## src/rtl/temp_f2c_converter.sv

```systemverilog
// temp_f2c_converter: 8-bit unsigned Fahrenheit to signed 8-bit Celsius,
// C = (F - 32) * 5 / 9, using a bit-serial restoring divider behind
// valid/ready handshakes. The result is also presented as sign + magnitude
// for the seven-segment display driver.
//
// state | meaning
// IDLE  | ready for a new Fahrenheit sample
// PREP  | form (F-32)*5, latch sign, build dividend, clear remainder
// DIV   | one restoring-division quotient bit per cycle, 12 cycles
// DONE  | result valid, held until out_ready
module temp_f2c_converter #(
    parameter int ROUND_NEAREST = 1
) (
    input  logic       clk,
    input  logic       rst,
    input  logic       in_valid,
    output logic       in_ready,
    input  logic [7:0] in_fahr,
    output logic       out_valid,
    input  logic       out_ready,
    output logic [7:0] out_celsius,
    output logic       out_neg,
    output logic [6:0] out_mag
);

    typedef enum logic [1:0] {IDLE, PREP, DIV, DONE} state_t;

    // Adding half the divisor to 2*mag turns the truncating divide by 18
    // into round-to-nearest of mag/9.
    localparam logic [11:0] RND = (ROUND_NEAREST != 0) ? 12'd9 : 12'd0;

    state_t      state_q, state_d;
    logic [7:0]  fahr_q, fahr_d;
    logic        sign_q, sign_d;
    logic [11:0] dvd_q, dvd_d;
    logic [4:0]  rem_q, rem_d;
    // Quotient never exceeds 124, so before the final bit arrives it fits in 6 bits.
    logic [5:0]  quo_q, quo_d;
    logic [3:0]  cnt_q, cnt_d;
    logic [7:0]  cel_q, cel_d;
    logic        neg_q, neg_d;
    logic [6:0]  mag_q, mag_d;

    logic [11:0] num_w;
    logic [11:0] abs_w;
    logic [5:0]  trial_w;
    logic        qbit_w;
    logic [4:0]  rem_next_w;
    logic [6:0]  q_fin_w;
    logic        neg_fin_w;

    // State register and datapath flops; reset aborts any conversion in flight.
    always_ff @(posedge clk or posedge rst) begin
        if (rst) begin
            state_q <= IDLE;
            fahr_q  <= 8'd0;
            sign_q  <= 1'b0;
            dvd_q   <= 12'd0;
            rem_q   <= 5'd0;
            quo_q   <= 6'd0;
            cnt_q   <= 4'd0;
            cel_q   <= 8'd0;
            neg_q   <= 1'b0;
            mag_q   <= 7'd0;
        end else begin
            state_q <= state_d;
            fahr_q  <= fahr_d;
            sign_q  <= sign_d;
            dvd_q   <= dvd_d;
            rem_q   <= rem_d;
            quo_q   <= quo_d;
            cnt_q   <= cnt_d;
            cel_q   <= cel_d;
            neg_q   <= neg_d;
            mag_q   <= mag_d;
        end
    end

    // Next-state logic.
    always_comb begin
        state_d = state_q;
        case (state_q)
            IDLE: if (in_valid) state_d = PREP;
            PREP: state_d = DIV;
            DIV:  if (cnt_q == 4'd0) state_d = DONE;
            DONE: if (out_ready) state_d = IDLE;
            default: state_d = IDLE;
        endcase
    end

    // Handshake outputs decoded from the state.
    always_comb begin
        in_ready  = (state_q == IDLE);
        out_valid = (state_q == DONE);
    end

    // Arithmetic: scaled difference, one restoring-divide step, final sign fix-up.
    always_comb begin
        // 12-bit wrap-around arithmetic; -160..1115 fits as signed 12-bit.
        num_w      = ({4'd0, fahr_q} - 12'd32) * 12'd5;
        abs_w      = num_w[11] ? (12'd0 - num_w) : num_w;
        trial_w    = {rem_q, dvd_q[11]};
        qbit_w     = (trial_w >= 6'd18);
        // trial - 18 is at most 17 whenever it is taken, so 5 bits suffice.
        rem_next_w = qbit_w ? (trial_w[4:0] - 5'd18) : trial_w[4:0];
        q_fin_w    = {quo_q, qbit_w};
        neg_fin_w  = sign_q & (q_fin_w != 7'd0);
    end

    // Datapath register updates per state.
    always_comb begin
        fahr_d = fahr_q;
        sign_d = sign_q;
        dvd_d  = dvd_q;
        rem_d  = rem_q;
        quo_d  = quo_q;
        cnt_d  = cnt_q;
        cel_d  = cel_q;
        neg_d  = neg_q;
        mag_d  = mag_q;
        case (state_q)
            IDLE: begin
                if (in_valid) fahr_d = in_fahr;
            end
            PREP: begin
                sign_d = num_w[11];
                dvd_d  = (abs_w << 1) + RND;
                rem_d  = 5'd0;
                quo_d  = 6'd0;
                cnt_d  = 4'd11;
            end
            DIV: begin
                rem_d = rem_next_w;
                quo_d = {quo_q[4:0], qbit_w};
                dvd_d = dvd_q << 1;
                cnt_d = cnt_q - 4'd1;
                // Result registers load on the last divide step so they are
                // valid on entry to DONE and persist after the handshake.
                if (cnt_q == 4'd0) begin
                    mag_d = q_fin_w;
                    neg_d = neg_fin_w;
                    cel_d = neg_fin_w ? (8'd0 - {1'b0, q_fin_w}) : {1'b0, q_fin_w};
                end
            end
            default: ;
        endcase
    end

    assign out_celsius = cel_q;
    assign out_neg     = neg_q;
    assign out_mag     = mag_q;

endmodule
```

## config.mk

```make
export PLATFORM = sky130hd
export DESIGN_NAME = temp_f2c_converter
export DESIGN_NICKNAME = d
export VERILOG_FILES = /design/src/rtl/temp_f2c_converter.sv
export SDC_FILE = /design/constraint.sdc
export NUM_CORES = 1
export LEC_CHECK = 0
export CAP_MARGIN = 0
export CORE_ASPECT_RATIO = 0.6
export CORE_MARGIN = 2
export CORE_UTILIZATION = 53
export DETAILED_ROUTE_END_ITERATION = 12
export GPL_TIMING_DRIVEN = 0
export PLACE_DENSITY = 0.89
export SLEW_MARGIN = 20
export SYNTH_ARGS = -nofsm -noshare
export SYNTH_HDL_FRONTEND = slang
export SYNTH_SLANG_ARGS = --single-unit
export TNS_END_PERCENT = 20
```

## constraint.sdc

```tcl
create_clock -name clk -period 3.2 [get_ports clk]
set_clock_uncertainty 0.1 [all_clocks]
set_input_delay 0.32 -clock clk [delete_from_list [all_inputs] [get_ports clk]]
set_output_delay 0.32 -clock clk [all_outputs]
set_load 0.05 [all_outputs]
```

# == Yosys cells after proc, flatten, opt, wreduce, memory -nomap -nowiden ==
# Index checks and enable logic that the tools add are counted.
# W data, S select, Z words.
# classes
addsub,6
multipliers,1
div,0
order_cmp,1
eq_ne,6
n_shift,0
mux,11
bitwise,1
n_reduce_logical,7
# op_table
op,count
$pmux W12 S2,1
$add A12 B4 Y12 const B,1
$mul A12 B3 Y12 const B,1
$pmux W6 S2,1
$mux W11,1
$sub A1 B11 Y11 const A,1
$pmux W5 S2,1
$sub A8 B6 Y9 const B,1
$mux W8,1
$pmux W2 S4,1
$pmux W4 S2,1
$sub A1 B7 Y8 const A,1
$reduce_bool A7 Y1,1
$ge A6 B5 Y1 const B,1
$mux W2,3
$mux W5,1
$sub A5 B5 Y5 const B,1
$eq A2 B2 Y1 const B,2
$logic_not A4 Y1,1
$ne A2 B2 Y1 const B,2
$reduce_and A2 Y1,2
$sub A4 B1 Y4 const B,1
$reduce_and A3 Y1,1
$eq A2 B1 Y1 const B,1
other kinds (4),4
# totals
register_bits,54
latch_bits,0
ramBits,0
rom_bits,0
inputBits,12
memories,0

# == Logic depth before layout (Yosys ltp) ==
# depth
word_depth,6
ltp_mapped,14
mapped_depth_nobuf,14

# == Least setup slack after synthesis ==
# Ideal clock, no wire load.
# synth_timing
path_kind,register -> register
from,register fahr_q[7]
to,register dvd_q[11]
arrival_ps,3307
required_ps,2969
setup_slack_ps,-338
path_stages_with_launch,13
path_cell_list,dfrtp_1 or3_4 inv_1 ha_1 ha_1 a211oi_2 or3_2 o211ai_2 or4_4 a211oi_2 o311ai_2 xnor2_1 o221ai_2
# synth_between
elab_chain_len,6
# synth_rtl
element,line,text
start: declaration,33,"logic [7:0] fahr_q, fahr_d;"
start signal: assignment,67,fahr_q <= fahr_d;
$sub A8 B6 Y9 (*),100,"num_w = ({4'd0, fahr_q} - 12'd32) * 12'd5;"
$mul A12 B3 Y12 (*),100,
$sub A1 B11 Y11,101,abs_w = num_w[11] ? (12'd0 - num_w) : num_w;
$mux W11 (*),101,
$add A12 B4 Y12 (*),127,dvd_d = (abs_w << 1) + RND;
$pmux W12 S2 (*),121,case (state_q)
end signal: assignment,69,dvd_q <= dvd_d;
end: declaration,35,"logic [11:0] dvd_q, dvd_d;"
# Every way passes the cells marked *; elsewhere a longest branch is shown, timed or not.
# A chain may end at the register's enable or synchronous reset.

# == Worst setup path after layout ==
# layout_timing
from,register fahr_q[5]
to,register dvd_q[5]
# layout_between
elab_chain_len,5
# layout_rtl
element,line
$sub A8 B6 Y9,100
$mul A12 B3 Y12,100
$mux W11,101
$add A12 B4 Y12,127
$pmux W12 S2,121
# Every way passes these cells.

==> results.json <==
{
  "cts.clk_slew.worst_paths_ns": 0.11,
  "antenna_cells": 0,
  "die_h_um": 66.25,
  "synthesis.nets": 404,
  "fmax_ghz": 0.2679,
  "grt_pass1_wl_mm": 14.81,
  "io_pins": 30,
  "clk_latency_ns": 0.34,
  "drtIter0Drc": 614,
  "synthFlopType": "dfrtp_1",
  "worst_pin_slew_ns": 0.8639,
  "cap_violations": 0,
  "synth_seq_area_share": 0.3874,
  "synth_edf_count": 0,
  "setup_ws_ns": -0.5332,
  "status": "complete, but fails checks",
  "clock_path_buffers": 2,
  "clock_sinks": 53,
  "drive_gt1_frac": 0.2347,
  "grt_usage": 0.2689,
  "yosysTopAreaCell": "dfrtp_1",
  "final_common_cell": "dfrtp_1",
  "area_growth_pct": 28.22,
  "gp_congestion": 0.8224,
  "cp.required_ns": 3.35,
  "tritoncts": "yes",
  "row_count": 22,
  "ys_top_cells_by_area": "dfrtp_1 (39%), ha_1 (9.5%), xnor2_1 (5.4%)",
  "synth_warnings": 0,
  "fin_area_um2": 4389,
  "avgViaCountPerCell": 6.741,
  "ys_seq_elements": 53,
  "avgSynthCellArea_um2": 9.379,
  "drc": 0,
  "synth_top_cell_area_share": 0.3874,
  "yosysUniqueCellTypes": 59,
  "rsz0062_at_grt": "true",
  "vias": 3438,
  "fin_util": 0.7119,
  "crit_fanout": 7,
  "fin_nets": 464,
  "drt_wl_total_mm": 10.95,
  "placed_cells": 479,
  "htree_levels": 2,
  "slew_violations": 0,
  "critical_path.startpoint": "fahr_q[5]",
  "failed_checks": "setup timing",
  "hpwl_mm": 6.026,
  "grt_max_degree": 30,
  "cts-root-buf": "clkbuf_8",
  "mostFrequentLayoutCells": "dfrtp_1 (51), o21ai_0 (35), nand2_1 (31), nor2_1 (31), clkdlybuf4s50_1 (29)",
  "setup-violations-final": 10,
  "hold_path_class": "in2async",
  "crit_arrival_ns": 3.88,
  "grt_pass1_vias": 3127,
  "startpoint_type": "flip-flop",
  "dieArea_um2": 7139,
  "cp-end-kind": "flip-flop",
  "r2r-start": "fahr_q[5]",
  "placed_area_um2": 3886,
  "cts_made_buffers": 5,
  "critPathKind": "reg2reg",
  "endpoint": "dvd_q[5]",
  "hold_violations": 0,
  "first_pass_iters": 6,
  "initial_core_util": 0.5552,
  "r2r-end": "dvd_q[5]",
  "r2r_setup_slack_ns": -0.53,
  "die_w_um": 107.8,
  "maxSlewHeadroom": 0.4180,
  "ant_nets": 0,
  "cts_hold_buf": 0,
  "antenna_found_initial": 0,
  "netlist_area_um2": 3423,
  "grt-ovfl-total": 0,
  "core-area_um2": 6166,
  "wl_per_cell_um": 21.48,
  "port_buffers": 29,
  "fin_crit_ns": 3.733,
  "r2r_cells": 15,
  "period_share": 1.167,
  "async_flop_share": 1.000,
  "synth_cells": 365,
  "final_cells": 510
}
synth_stat cells, drive strengths merged, types with 2 or more instances:
cell     n
dfrtp   53
o21ai   40
nor2    34
nand2   31
inv     30
ha      26
xnor2   21
a21oi   13
nand3   12
mux2    10
clkbuf   9
xor2     9
o22ai    8
mux2i    6
nor3     6
a211oi   4
buf      4
o221ai   4
or4      4
and3     3
o211ai   3
o21ba    3
o31ai    3
or3      3
and2     2
nand2b   2
nand3b   2
nor2b    2
o21a     2
layer usage:
layer	track usage	up-vias	part of all wire
li1	-	1397	-
met1	0.3415	1615	0.37
met2	0.4505	329	0.45
met3	0.06305	97	0.12
met4	0.1026	0	0.059
met5	0	-	0
repair_timing:
| item | CTS | global route |
|---|---|---|
| pin swaps | 26 | 19 |
| buffers inserted | 18 | 5 |
| setup endpoints to repair | 10 | 10 |
| gates resized for setup | 19 | 19 |
state kept, by name (all words and copies together), names as in the netlist:
signal	flops
cnt_q	4
dvd_q	12
fahr_q	8
out_celsius	8
out_mag	6
out_neg	1
quo_q	6
rem_q	5
sign_q	1
state_q	2
metrics by stage:
stage	hold slack [ns]	worst slack (ns)	TNS (ns)
floorplan	0.3507	-0.2628	-0.6886
global placement	0.3601	-0.4194	-2.055
detailed placement	0.3621	-0.6099	-3.366
CTS	0.2612	-0.3759	-1.416
global route	0.2921	-0.5825	-4.354
finish	0.2248	-0.5332	-3.557
worst max-delay path, cell delays in order, from the launching register on:
cell and delay (ns):
dfrtp_1 0.44, inv_2 0.11, ha_4 0.18, xor2_4 0.28
ha_4 0.26, ha_4 0.28, o21ai_4 0.08, or4_4 0.52
o211ai_4 0.16, nor2_2 0.08, xor2_1 0.23, ha_2 0.32
buf_6 0.13, xnor2_2 0.10, nand2_1 0.10, a31oi_1 0.25
final cells by class:
cell class | count | area (um^2)
Clock inverter | 3 | 26.28
Buffer | 13 | 87.58
Inverter | 30 | 115.1
Sequential cell | 53 | 1329
Fill cell | 390 | 1777
Timing Repair Buffer | 53 | 486.7
Tap cell | 84 | 105.1
Multi-Input combinational cell | 269 | 2171
Clock buffer | 5 | 68.82
cells by family after synthesis:
group                    Yosys count  share of synthesized area
XOR/XNOR                          30                    0.07676
multiplexers                      16                    0.05044
flip-flops                        53                     0.3874
adder cells (fa/ha/maj)           27                     0.1009
buffers and inverters             43                    0.05848
AND/OR/NAND/NOR                  108                     0.1535
AO/OA/AOI/OAI                     88                     0.1725
how the worst min path moves through the flow:
stage	startpoint	end	slack, ns	cells past startpoint
CTS	rst	fahr_q[0]	0.26	2
finish	rst	dvd_q[1]	0.22	2
detailed placement	out_celsius[7]	out_celsius[7]	0.36	2
global route	rst	dvd_q[1]	0.29	2
global placement	out_celsius[7]	out_celsius[7]	0.36	2
floorplan	dvd_q[3]	dvd_q[3]	0.35	1
Power is left out: the tool's default activity adds up to more than one toggle a clock period on the data nets, which glitch-free logic cannot reach.
